## config.mk

```make
export PLATFORM = sky130hd
export DESIGN_NAME = remap_table_reader
export DESIGN_NICKNAME = d
export VERILOG_FILES = /design/src/rtl/remap_table_reader.sv
export SDC_FILE = /design/constraint.sdc
export NUM_CORES = 1
export LEC_CHECK = 0
export BUFFER_PORTS_ARGS = -buffer_cell sky130_fd_sc_hd__buf_4
export CORE_MARGIN = 10
export CORE_UTILIZATION = 30
export DETAILED_ROUTE_END_ITERATION = 6
export PLACE_DENSITY = 0.51
export SETUP_SLACK_MARGIN = 0.02
export SLEW_MARGIN = 10
export SYNTH_ARGS = -nofsm -noshare
export SYNTH_HDL_FRONTEND = slang
export SYNTH_SLANG_ARGS = --single-unit
```

## constraint.sdc

```tcl
create_clock -name clk -period 1.9 [get_ports clk]
set_input_delay 0.19 -clock clk [delete_from_list [all_inputs] [get_ports clk]]
set_output_delay 0.19 -clock clk [all_outputs]
set_load 0.01 [all_outputs]
```

## src/rtl/remap_table_reader.sv

```systemverilog
// remap_table_reader: walks every remap table address, packs four entries per
// 32-bit word and streams the words out over a valid/ready handshake.
module remap_table_reader #(
   parameter int unsigned ADDR_W = 7,
   parameter int unsigned DATA_W = 7
) (
   input  logic              clk,
   input  logic              reset_n,
   input  logic              start,
   input  logic              abort,
   output logic [ADDR_W-1:0] rd_addr,
   input  logic [DATA_W-1:0] rd_data,
   output logic [31:0]       word_data,
   output logic              word_valid,
   input  logic              word_ready,
   output logic              busy,
   output logic              done,
   output logic [ADDR_W-2:0] word_count
);

   localparam int unsigned CNT_W  = ADDR_W - 1;
   localparam int unsigned LANE_W = 8;
   localparam int unsigned WORD_W = 32;

   typedef enum logic [1:0] {
      IDLE = 2'd0,
      READ = 2'd1,
      SEND = 2'd2
   } state_t;

   state_t              state, state_n;
   logic [ADDR_W-1:0]   rd_addr_n;
   logic [WORD_W-1:0]   word_data_n;
   logic                word_valid_n;
   logic                busy_n;
   logic                done_n;
   logic [CNT_W-1:0]    word_count_n;
   logic [LANE_W-1:0]   entry;

   // Entry zero-extended to a full byte lane so upper lane bits stay 0.
   assign entry = LANE_W'(rd_data);

   // State and output registers.
   always_ff @(posedge clk or negedge reset_n) begin
      if (!reset_n) begin
         state      <= IDLE;
         rd_addr    <= '0;
         word_data  <= '0;
         word_valid <= 1'b0;
         busy       <= 1'b0;
         done       <= 1'b0;
         word_count <= '0;
      end else begin
         state      <= state_n;
         rd_addr    <= rd_addr_n;
         word_data  <= word_data_n;
         word_valid <= word_valid_n;
         busy       <= busy_n;
         done       <= done_n;
         word_count <= word_count_n;
      end
   end

   // Next-state and next-output logic; flags are derived from the next state
   // so word_valid/busy are registered and never follow word_ready combinationally.
   always_comb begin
      state_n      = state;
      rd_addr_n    = rd_addr;
      word_data_n  = word_data;
      done_n       = done;
      word_count_n = word_count;

      case (state)
         IDLE: begin
            if (start && !abort) begin
               rd_addr_n    = '0;
               word_count_n = '0;
               word_data_n  = '0;
               done_n       = 1'b0;
               state_n      = READ;
            end
         end

         READ: begin
            if (abort) begin
               rd_addr_n = '0;
               done_n    = 1'b0;
               state_n   = IDLE;
            end else begin
               case (rd_addr[1:0])
                  2'd0:    word_data_n[7:0]   = entry;
                  2'd1:    word_data_n[15:8]  = entry;
                  2'd2:    word_data_n[23:16] = entry;
                  default: word_data_n[31:24] = entry;
               endcase
               rd_addr_n = rd_addr + ADDR_W'(1);
               if (rd_addr[1:0] == 2'd3) begin
                  state_n = SEND;
               end
            end
         end

         SEND: begin
            if (abort) begin
               rd_addr_n = '0;
               done_n    = 1'b0;
               state_n   = IDLE;
            end else if (word_ready) begin
               word_count_n = word_count + CNT_W'(1);
               // rd_addr has wrapped to 0 once the final lane was captured.
               if (rd_addr == '0) begin
                  done_n  = 1'b1;
                  state_n = IDLE;
               end else begin
                  state_n = READ;
               end
            end
         end

         default: begin
            rd_addr_n = '0;
            state_n   = IDLE;
         end
      endcase

      busy_n       = (state_n != IDLE);
      word_valid_n = (state_n == SEND);
   end

endmodule

```

==> results.sh, run 1 <==
export IMPL_hold_end="word_data[30]"
export IMPL_clk_pin_slew_worst_paths_ns=0.09
export IMPL_switching_share_pct=31.59
export IMPL_critPathArrivalTime_ns=1.82
export IMPL_first_pass_iters=4
export IMPL_cpMaxStageDelayCell="dfrtp_1"
export IMPL_synth_seq_cells=46
export IMPL_p_leak_nw=1.443
export IMPL_cts_buffers=5
export IMPL_status="completed"
export IMPL_p_per_area_nw_per_um2=793.9
export IMPL_hold_violations=0
export IMPL_max_stage_delay_ns=0.47
export IMPL_wl_per_cell_microns=15.60
export IMPL_power_mw=2.454
export IMPL_synthTopCellsByArea="dfrtp_1 47%, a22o_1 8.6%, o21ai_0 6.3%"
export IMPL_fp_dieW_microns=110.5
export IMPL_path_buf_inv=1
export IMPL_clock_path_buffers=2
export IMPL_p_switching_uw=775.1
export IMPL_synth_top_area_cell="dfrtp_1"
export IMPL_antenna_found_initial=0
export IMPL_drt_iter0_drc=46
export IMPL_ff2ff_setup_slack_ns=0.26
export IMPL_synth_common_cells="46 x dfrtp_1, 31 x o21ai_0, 30 x inv_1, 30 x nand3_1, 24 x a22o_1"
export IMPL_peakVddDrop_mv=0.2905
export IMPL_tightestPinTransition_ns=0.6041
export IMPL_r2r_end="busy"
export IMPL_ys_types=42
export IMPL_port_buffers=55
export IMPL_min_path_cells=3
export IMPL_routabilityCongestion=0.7729
export IMPL_start_util_pct=31.30
export IMPL_root_buffer="clkbuf_8"
export IMPL_rows=32
export IMPL_cp_top_family="simple AND/OR/NAND/NOR gates"
export IMPL_netlist_area_sq_um=2456
export IMPL_clkPwrFrac_pct=24.3
export IMPL_n_fill_cell=834
export IMPL_cp_data_required_time_ns=2.08
export IMPL_setup_viol=0
export IMPL_die_area_sq_um=12210
export IMPL_synthFlopType="dfrtp_1"
export IMPL_vias=2030
export IMPL_slew_viol_final=0
export IMPL_setup_tns_ns=0
export IMPL_worstHoldStart="rd_data[6]"
export IMPL_grt_setup_unrepaired="false"
export IMPL_antenna_cells=0
export IMPL_syn_inst=261
export IMPL_yosysMostFrequentCell="dfrtp_1"
export IMPL_period_needed_ns=1.635
export IMPL_grt_pass1_vias=2101
export IMPL_cts_tree="done"
export IMPL_areaGrowthSynthToFinish_pct=25.83
export IMPL_synth_edf_count=0
export IMPL_rr_startpoint="rd_addr[1]"
export IMPL_crit_chain="inv_1 -> ha_1 -> and4bb_2 -> nand2_1 -> a41o_1 -> or2_1"
export IMPL_ioPinCount=60
export IMPL_r2r_cells=6
export IMPL_maxCapViolations=0
export IMPL_ant_nets=0
export IMPL_finalNetCount=335
export IMPL_fin_skew_ns=0.007114
export IMPL_slew_headroom_pct=59.73
export IMPL_cts_max_level=2
export IMPL_wl_microns=6567
export IMPL_power_internal_mw=1.678
export IMPL_grt_max_degree=47
export IMPL_synth_warnings=0
export IMPL_seqPwrFrac_pct=48.4
export IMPL_crit_type="reg2reg"
export IMPL_grt_pass1_wl_microns=11370
export IMPL_syn_area_per_cell_sq_um=9.410
export IMPL_critPathLaunchType="flip-flop"
export IMPL_vias_per_cell=4.822
export IMPL_min_path_type="in2reg"
export IMPL_drive_above_1_share_pct=27.59
export IMPL_fin_crit_sh_pct=86.08
export IMPL_async_reset_ff_share_pct=100.0
export IMPL_worstSkewPairLatency_ns=0.30
export IMPL_cts_sinks=46
export IMPL_combPwrFrac_pct=27.3
export IMPL_core_sq_um=7848
export IMPL_clock_fmax_mhz=611.4
export IMPL_synth_top_area_share_pct=46.87
export IMPL_yosysSeqAreaShare_pct=46.87
export IMPL_post_dp_hpwl_microns=4845
export IMPL_grt_overflow=0
export IMPL_cp_max_fo=8
export IMPL_drc=0
export IMPL_grt_total_usage_pct=10.97
export IMPL_fp_dieH_microns=110.5
export IMPL_endpoint_kind="flip-flop"
export IMPL_cts_resized=0
state kept, by name, summed over array words and instances (netlist names):
name / cells
word_data: 28
rd_addr: 7
word_count: 6
state: 2
busy: 1
done: 1
word_valid: 1
tightest hold or removal path, delay by kind of cell:
family	cells	cell delay, ns
simple gates	1	0.05
compound gates	1	0.06
buf+inv	1	0.09
through the flow:
| step | hold slack (ns) | worst slack (ns) | instances | util, % | instance area (sq um) |
|---|---|---|---|---|---|
| after floorplan | -0.1056 | 0.2769 | 264 | - | 2467 |
| after global placement | 0.2473 | 0.3384 | 412 | 38.15 | 2994 |
| after detailed placement | 0.2464 | 0.2925 | 412 | 38.15 | 2994 |
| after CTS | 0.1322 | 0.2803 | 421 | 39.38 | 3090 |
| after global routing | 0.1315 | 0.1608 | 421 | 39.38 | 3090 |
| final | 0.1335 | 0.2645 | 421 | 39.38 | 3090 |
cell families (layout without fill, tap and decap cells):
group / count (synthesis) / after routing / share of synthesized area (%)
and+or+nand+nor: 72 / 72 / 16.30
AOI/OAI and AO/OA: 71 / 71 / 19.51
buffers and inverters: 52 / 107 / 9.119
DFF: 46 / 46 / 46.87
xor gates and xnor gates: 8 / 8 / 2.853
adders and majority gates: 6 / 6 / 2.955
muxes: 5 / 5 / 2.241
other: 1 / 4 / 0.1527
layout by cell type, fill, tap and decap left out, types with 3 or more instances in the layout:
cell type	synthesis	routed
conb_1	1	4
nand3_1	30	30
mux2_2	4	4
xnor2_1	6	6
nor2_1	11	11
nor2b_1	3	3
nand2_1	8	8
nor3_1	3	3
inv_1	30	30
and4bb_2	3	3
a22o_1	24	24
buf_4	4	68
dfrtp_1	46	46
clkbuf_8	0	5
ha_1	5	5
o21ai_0	31	31
a21oi_1	6	6
power groups by stage:
| stage | sequential, mW | combinational, mW | clock (mW) |
|---|---|---|---|
| finish | 1.19 | 0.671 | 0.597 |
| global route | 1.21 | 0.760 | 0.665 |
| CTS | 1.19 | 0.687 | 0.622 |
| detailed placement | 1.21 | 0.683 | 0 |
| global placement | 1.21 | 0.675 | 0 |
| floorplan | 1.24 | 0.311 | 0 |
per-layer routing:
layer | up-vias | share of wire, % | wire [microns] | global-route usage (%)
met5 | - | 0 | 0 | 0
met4 | 0 | 0.70 | 46 | 2.763
met3 | 4 | 5.3 | 351 | 3.350
met2 | 54 | 44 | 2876 | 16.08
met1 | 961 | 50 | 3292 | 15.19
li1 | 1011 | - | - | -
how the worst max path moves through the flow:
stage | slack [ns] | depth (start not counted) | start | end
final | 0.26 | 6 | rd_addr[1] | busy
after global routing | 0.16 | 3 | rd_addr[1] | word_data[22]
after CTS | 0.28 | 6 | rd_addr[1] | busy
after detailed placement | 0.29 | 6 | rd_addr[1] | busy
after global placement | 0.34 | 6 | rd_addr[1] | busy
after floorplan | 0.28 | 6 | rd_addr[0] | busy
cell type report:
type | instances | area [sq um] | share of cell area (%)
clock buffer | 6 | 72.57 | 2.348
sequential | 46 | 1151 | 37.25
clock inverter | 2 | 13.76 | 0.4453
inverter | 30 | 112.6 | 3.644
timing repair buffer | 69 | 520.5 | 16.84
multi-input combinational | 166 | 1092 | 35.34
tap | 102 | 127.6 | 4.130
repair_timing:
| item | CTS | global route |
|---|---|---|
| setup buffers | 0 | 0 |
| hold endpoints to repair | 46 | 0 |
| hold buffers | 1 | 0 |
(Power assumes the default switching activity.)
==> run 2, diff against run 1 <==
--- a/config.mk
+++ b/config.mk
@@ -5,6 +5,7 @@
 export SDC_FILE = /design/constraint.sdc
 export NUM_CORES = 1
 export LEC_CHECK = 0
+export ABC_AREA = 1
 export BUFFER_PORTS_ARGS = -buffer_cell sky130_fd_sc_hd__buf_4
 export CORE_MARGIN = 10
 export CORE_UTILIZATION = 30
==> run 2 against run 1 <==
Against the previous run:
- combinational power rose by 51%
- largest cell class unchanged
- highest routed layer unchanged
- largest power group unchanged
- cell area fell by 7.9%
- die area fell by 5.4%
- global-route usage decreased by 0.83 points
- sequential share of layout area is 3.2 points higher
- area after synthesis shrank 6.6%
- non-clock buffer count shrank 13
- critical path type unchanged
- first-iteration DRC count rose by 130%
==> results.sh, run 2 <==
export IMPL_status="completed"
export IMPL_crit_type="reg2reg"
export IMPL_cts_tree="done"
export IMPL_ioPinCount=60
export IMPL_yosysMostFrequentCell="nand2_1"
export IMPL_synth_top_area_share_pct=50.16
export IMPL_met3_usage_pct=2.575
export IMPL_final_cell_mix="70 x nand2_1, 55 x buf_4, 46 x dfrtp_1"
export IMPL_critPathLaunchType="flip-flop"
export IMPL_synth_common_cells="70 x nand2_1, 46 x dfrtp_1, 24 x o21ai_1"
export IMPL_power_internal_mw=1.856
export IMPL_netlist_area_sq_um=2295
export IMPL_synth_seq_cells=46
export IMPL_synth_top_area_cell="dfrtp_1"
export IMPL_drt_iter0_drc=106
export IMPL_fp_dieH_microns=107.5
export IMPL_fp_dieW_microns=107.5
export IMPL_cts_resized=0
export IMPL_cts_buffers=5
export IMPL_postCtsSetupBuffers=0
export IMPL_p_per_area_nw_per_um2=1041
export IMPL_hold_end="rd_addr[2]"
export IMPL_seqPwrFrac_pct=44.7
export IMPL_combPwrFrac_pct=34.0
export IMPL_vias_per_cell=4.455
export IMPL_finalNetCount=330
export IMPL_first_pass_iters=5
export IMPL_grt_pass1_wl_microns=9377
export IMPL_min_path_type="in2reg"
export IMPL_maxCapViolations=0
export IMPL_fin_area_sq_um=2845
export IMPL_root_buffer="clkbuf_8"
export IMPL_wl_per_cell_microns=14.42
export IMPL_endpoint_kind="flip-flop"
export IMPL_switching_share_pct=37.33
export IMPL_syn_inst=257
export IMPL_peakVddDrop_mv=0.4120
export IMPL_slew_headroom_pct=61.56
export IMPL_setup_tns_ns=0
export IMPL_port_buffers=55
export IMPL_r2r_cells=4
export IMPL_die_area_sq_um=11550
export IMPL_cp_max_fo=14
export IMPL_worstHoldStart="abort"
export IMPL_synth_edf_count=0
export IMPL_clk_pin_slew_worst_paths_ns=0.09
export IMPL_postCtsHoldBufs=1
export IMPL_cts_sinks=46
export IMPL_core_sq_um=7331
export IMPL_grt_pass1_vias=1780
export IMPL_top_register="word_data"
export IMPL_clock_fmax_mhz=633.6
export IMPL_vias=1840
export IMPL_ff2ff_setup_slack_ns=0.32
export IMPL_reg_top3="word_data (28), rd_addr (7), word_count (6)"
export IMPL_yosysSeqAreaShare_pct=50.16
export IMPL_min_path_cells=2
export IMPL_cts_max_level=2
export IMPL_busiest_layer="met2"
export IMPL_tightestPinTransition_ns=0.5766
export IMPL_worstSkewPairLatency_ns=0.31
export IMPL_grt_overflow=0
export IMPL_p_switching_mw=1.106
export IMPL_areaGrowthSynthToFinish_pct=23.99
export IMPL_placed_area_sq_um=2743
export IMPL_slew_viol_final=0
export IMPL_syn_area_per_cell_sq_um=8.929
export IMPL_grt_max_degree=47
export IMPL_drc=0
export IMPL_rows=31
export IMPL_grt_total_usage_pct=10.14
export IMPL_fin_crit_sh_pct=83.07
export IMPL_grt_setup_unrepaired="false"
export IMPL_layout_commonest_cell="nand2_1"
export IMPL_antenna_found_initial=0
export IMPL_fin_skew_ns=0.006435
export IMPL_ys_types=31
export IMPL_grtUsageMet2_pct=15.49
export IMPL_post_dp_hpwl_microns=4486
export IMPL_p_leak_nw=1.433
export IMPL_cp_data_required_time_ns=2.13
export IMPL_wl_microns=5956
export IMPL_start_util_pct=31.30
export IMPL_synthFlopType="dfrtp_1"
export IMPL_critPathArrivalTime_ns=1.81
export IMPL_async_reset_ff_share_pct=100.0
export IMPL_period_needed_ns=1.578
export IMPL_drive_above_1_share_pct=30.57
export IMPL_clock_path_buffers=2
export IMPL_hold_violations=0
export IMPL_synthTopCellsByArea="dfrtp_1 50%, nand2_1 11%, o21ai_1 5.2%"
export IMPL_r2r_end="word_data[26]"
export IMPL_setup_viol=0
export IMPL_grt_util_met1_pct=13.46
export IMPL_synth_warnings=0
export IMPL_routabilityCongestion=0.8175
export IMPL_ant_nets=0
export IMPL_largest_register_ffs=28
export IMPL_antenna_cells=0
export IMPL_rr_startpoint="rd_addr[0]"
export IMPL_clkPwrFrac_pct=21.3
==> run 2: cell types whose count changed after synthesis, moves of 5 or more <==
cell      previous run  this run
buf_2               11         1
nand2_1              8        70
nand4_1              2         9
nand3_1             30        11
o21ai_1              1        24
xnor2_1              6         1
inv_1               30        16
a22o_1              24         0
nand2_2              0        10
o21ai_2              0         9
o21ai_0             31         8
clkbuf_1             6         0
nand2_4              0         6
==> run 2: cell families (layout without fill, tap and decap cells) <==
logic type	count (synthesis)	in the layout	share of synthesized area, %
simple gates	123	123	25.52
compound gates	48	48	12.38
flops	46	46	50.16
other cells	1	4	0.1634
fa+ha+maj	5	5	2.726
xor+xnor	3	3	1.145
buf+inv	31	85	7.906
==> run 2: power by group through the flow <==
stage | Clock [mW] | Combinational, mW | Sequential (mW)
after global routing | 0.696 | 1.11 | 1.35
after detailed placement | 0 | 1.03 | 1.34
after global placement | 0 | 1.02 | 1.34
after floorplan | 0 | 0.545 | 1.40
final | 0.630 | 1.01 | 1.32
after CTS | 0.659 | 1.03 | 1.32
==> run 2: how the worst max path moves through the flow <==
stage,start,end,slack [ns]
2_1_floorplan,rd_addr[0],word_data[4],0.45
3_3_place_gp,rd_addr[0],word_data[6],0.37
3_5_place_dp,rd_addr[0],word_data[26],0.34
4_1_cts,rd_addr[0],word_data[26],0.32
5_1_grt,state[1],word_data[26],0.19
6_report,rd_addr[0],word_data[26],0.32
==> run 2: metrics by stage <==
| stage | setup slack [ns] | util, % | hold slack [ns] | std cells | power, mW |
|---|---|---|---|---|---|
| 4_1_cts | 0.3191 | 38.81 | 0.1532 | 413 | 3.015 |
| 6_report | 0.3216 | 38.81 | 0.1493 | 413 | 2.962 |
| 3_5_place_dp | 0.3390 | 37.41 | 0.2442 | 404 | 2.370 |
| 3_3_place_gp | 0.3659 | 37.41 | 0.2437 | 404 | 2.359 |
| 2_1_floorplan | 0.4515 | - | -0.1056 | 260 | 1.944 |
| 5_1_grt | 0.1923 | 38.81 | 0.1622 | 413 | 3.152 |
==> run 2: routing by layer <==
layer	share of wire, %	vias up
li1	-	940
met1	48	859
met2	46	34
met3	4.2	7
met4	1.5	0
met5	0	-
==> run 2: cell type report <==
| class | instances | area (sq um) |
|---|---|---|
| multi-input combinational | 183 | 973.4 |
| timing repair buffer | 56 | 422.9 |
| sequential | 46 | 1151 |
| inverter | 21 | 81.33 |
| clock buffer | 5 | 68.82 |
| clock inverter | 3 | 23.77 |
| tap | 99 | 123.9 |
| fill | 766 | 4486 |
==> run 2: critical path, cell delays in order, from the launching register on <==
cell     delay, ns
dfrtp_1       0.46
ha_1          0.34
o21ai_2       0.49
nand2_1       0.11
o21ai_1       0.11
==> run 3, diff against run 2 <==
==> constraint.sdc (replaced) <==
create_clock -name clk -period 1.5 [get_ports clk]
set_input_delay 0.15 -clock clk [delete_from_list [all_inputs] [get_ports clk]]
set_output_delay 0.15 -clock clk [all_outputs]
set_load 0.01 [all_outputs]
==> run 3 against run 2 <==
Against the previous run:
- first-iteration DRC count fell by 23%
- utilization rose by 1.6 points
- fmax rose by 14%
- wire length fell by 2.1%
- critical path type unchanged
- combinational power rose by 34%
- critical endpoint is now rd_addr[4]
==> results.sh, run 3 (synthesized netlist as in run 2, its figures left out) <==
export IMPL_max_stage_delay_ns=0.48
export IMPL_peakVddDrop_mv=0.5264
export IMPL_crit_top_cell="inv_1"
export IMPL_post_dp_hpwl_microns=4427
export IMPL_min_path_type="in2reg"
export IMPL_critical_path_startpoint="state[0]"
export IMPL_grt_pass1_wl_microns=9390
export IMPL_p_switching_mw=1.367
export IMPL_cts_tree="done"
export IMPL_tightestPinTransition_ns=0.5967
export IMPL_cts_sinks=46
export IMPL_grt_pass1_vias=1824
export IMPL_critPathLaunchType="flip-flop"
export IMPL_core_sq_um=7331
export IMPL_fp_dieH_microns=107.5
export IMPL_grt_overflow=0
export IMPL_routabilityCongestion=0.7721
export IMPL_ant_nets=0
export IMPL_seqPwrFrac_pct=42.2
export IMPL_cts_max_level=2
export IMPL_fin_crit_sh_pct=92.09
export IMPL_drt_iter0_drc=82
export IMPL_first_pass_iters=4
export IMPL_maxCapViolations=0
export IMPL_p_leak_nw=1.501
export IMPL_slew_headroom_pct=60.22
export IMPL_start_util_pct=31.30
export IMPL_vias=1906
export IMPL_drive_above_1_share_pct=34.05
export IMPL_hold_violations=0
export IMPL_combPwrFrac_pct=34.2
export IMPL_grt_setup_unrepaired="true"
export IMPL_antenna_found_initial=0
export IMPL_finalNetCount=342
export IMPL_worstSkewPairLatency_ns=0.30
export IMPL_setup_viol=0
export IMPL_areaGrowthSynthToFinish_pct=29.17
export IMPL_switching_share_pct=34.73
export IMPL_path_buf_inv=3
export IMPL_crit_cells=7
export IMPL_slew_viol_final=0
export IMPL_fp_dieW_microns=107.5
export IMPL_critPathArrivalTime_ns=1.61
export IMPL_endpoint_kind="flip-flop"
export IMPL_crit_type="reg2reg"
export IMPL_clock_fmax_mhz=723.9
export IMPL_reg_top3="word_data (28), rd_addr (7), word_count (6)"
export IMPL_crit_chain="inv_2 -> nand2_1 -> nor2_1 -> inv_1 -> nand2_2 -> inv_1 -> o21ai_1"
export IMPL_ff2ff_setup_slack_ns=0.12
export IMPL_ioPinCount=60
export IMPL_p_per_area_nw_per_um2=1328
export IMPL_clk_pin_slew_worst_paths_ns=0.09
export IMPL_setup_slack_ns=0.1186
export IMPL_top_register="word_data"
export IMPL_cpMaxStageDelayCell="dfrtp_1"
export IMPL_cp_max_fo=7
export IMPL_rr_startpoint="state[0]"
export IMPL_clock_path_buffers=2
export IMPL_period_needed_ns=1.381
export IMPL_fin_skew_ns=0.002897
export IMPL_clkPwrFrac_pct=23.7
export IMPL_grt_max_degree=47
export IMPL_endpoint="rd_addr[4]"
export IMPL_layout_commonest_cell="nand2_1"
export IMPL_r2r_cells=7
export IMPL_setup_tns_ns=0
export IMPL_largest_register_ffs=28
export IMPL_wl_microns=5832
export IMPL_die_area_sq_um=11550
export IMPL_cts_buffers=5
export IMPL_grt_total_usage_pct=10.03
export IMPL_root_buffer="clkbuf_8"
export IMPL_vias_per_cell=4.485
export IMPL_final_cell_mix="70 x nand2_1, 67 x buf_4, 45 x dfrtp_1"
export IMPL_cp_data_required_time_ns=1.73
export IMPL_drc=0
export IMPL_status="completed"
export IMPL_cp_top_family="flip-flops"
export IMPL_antenna_cells=0
export IMPL_wl_per_cell_microns=13.72
export IMPL_power_internal_mw=2.570
export IMPL_r2r_end="rd_addr[4]"
export IMPL_preCtsSetupSlack_ns=0.05181
export IMPL_rows=31
export IMPL_port_buffers=55
## run 3: cell types whose count changed in the layout (fill, tap and decap cells not counted), sizes merged
| cell | delta |
|---|---|
| clkinvlp | -1 |
| clkbuf | +1 |
| buf | +12 |
| inv | -1 |
| bufinv | +1 |
## run 3: layout make-up
type,instances,area [sq um]
timing repair buffer,68,513.0
clock buffer,6,72.57
inverter,21,83.83
tap,99,123.9
sequential,46,1152
multi-input combinational,183,980.9
fill,769,4367
clock inverter,2,37.54
## run 3: what timing repair did
| item | CTS | global route |
|---|---|---|
| endpoints found under the setup margin | 0 | 21 |
| hold endpoints to repair | 46 | 0 |
| setup buffers | 0 | 2 |
| resized for setup | 0 | 7 |
| hold buffers | 1 | 0 |
## run 3: through the flow
stage | power (mW) | area (sq um) | util (%) | hold slack (ns) | cells
after floorplan | 2.463 | 2306 | - | -0.1456 | 260
after global placement | 3.039 | 2818 | 38.44 | 0.2054 | 414
after detailed placement | 3.043 | 2818 | 38.44 | 0.2043 | 414
after CTS | 4.004 | 2938 | 40.08 | 0.09731 | 423
after global routing | 4.219 | 2964 | 40.43 | 0.08875 | 425
final | 3.937 | 2964 | 40.43 | 0.1018 | 425
## run 3: worst min-delay path by stage
stage | start | end | slack [ns] | cells past startpoint
after floorplan | reset_n | busy | -0.15 | 0
after global placement | reset_n | word_data[20] | 0.21 | 1
after detailed placement | reset_n | word_data[20] | 0.20 | 1
after CTS | abort | rd_addr[2] | 0.1 | 2
after global routing | abort | rd_addr[2] | 0.09 | 2
final | abort | rd_addr[2] | 0.10 | 2
## run 3: power groups by stage
| stage | sequential, mW | clock, mW | combinational, mW |
|---|---|---|---|
| global placement | 1.69 | 0 | 1.35 |
| detailed placement | 1.69 | 0 | 1.35 |
| finish | 1.66 | 0.931 | 1.35 |
| CTS | 1.67 | 0.977 | 1.36 |
| global route | 1.69 | 1.03 | 1.49 |
| floorplan | 1.77 | 0 | 0.690 |
## run 3: metal layers
layer / up-vias / track usage, % / part of all wire, %
li1: 965 / - / -
met4: 0 / 3.149 / 1.1
met2: 42 / 15.40 / 46
met5: - / 0 / 0
met3: 5 / 2.515 / 4.3
met1: 894 / 13.48 / 49
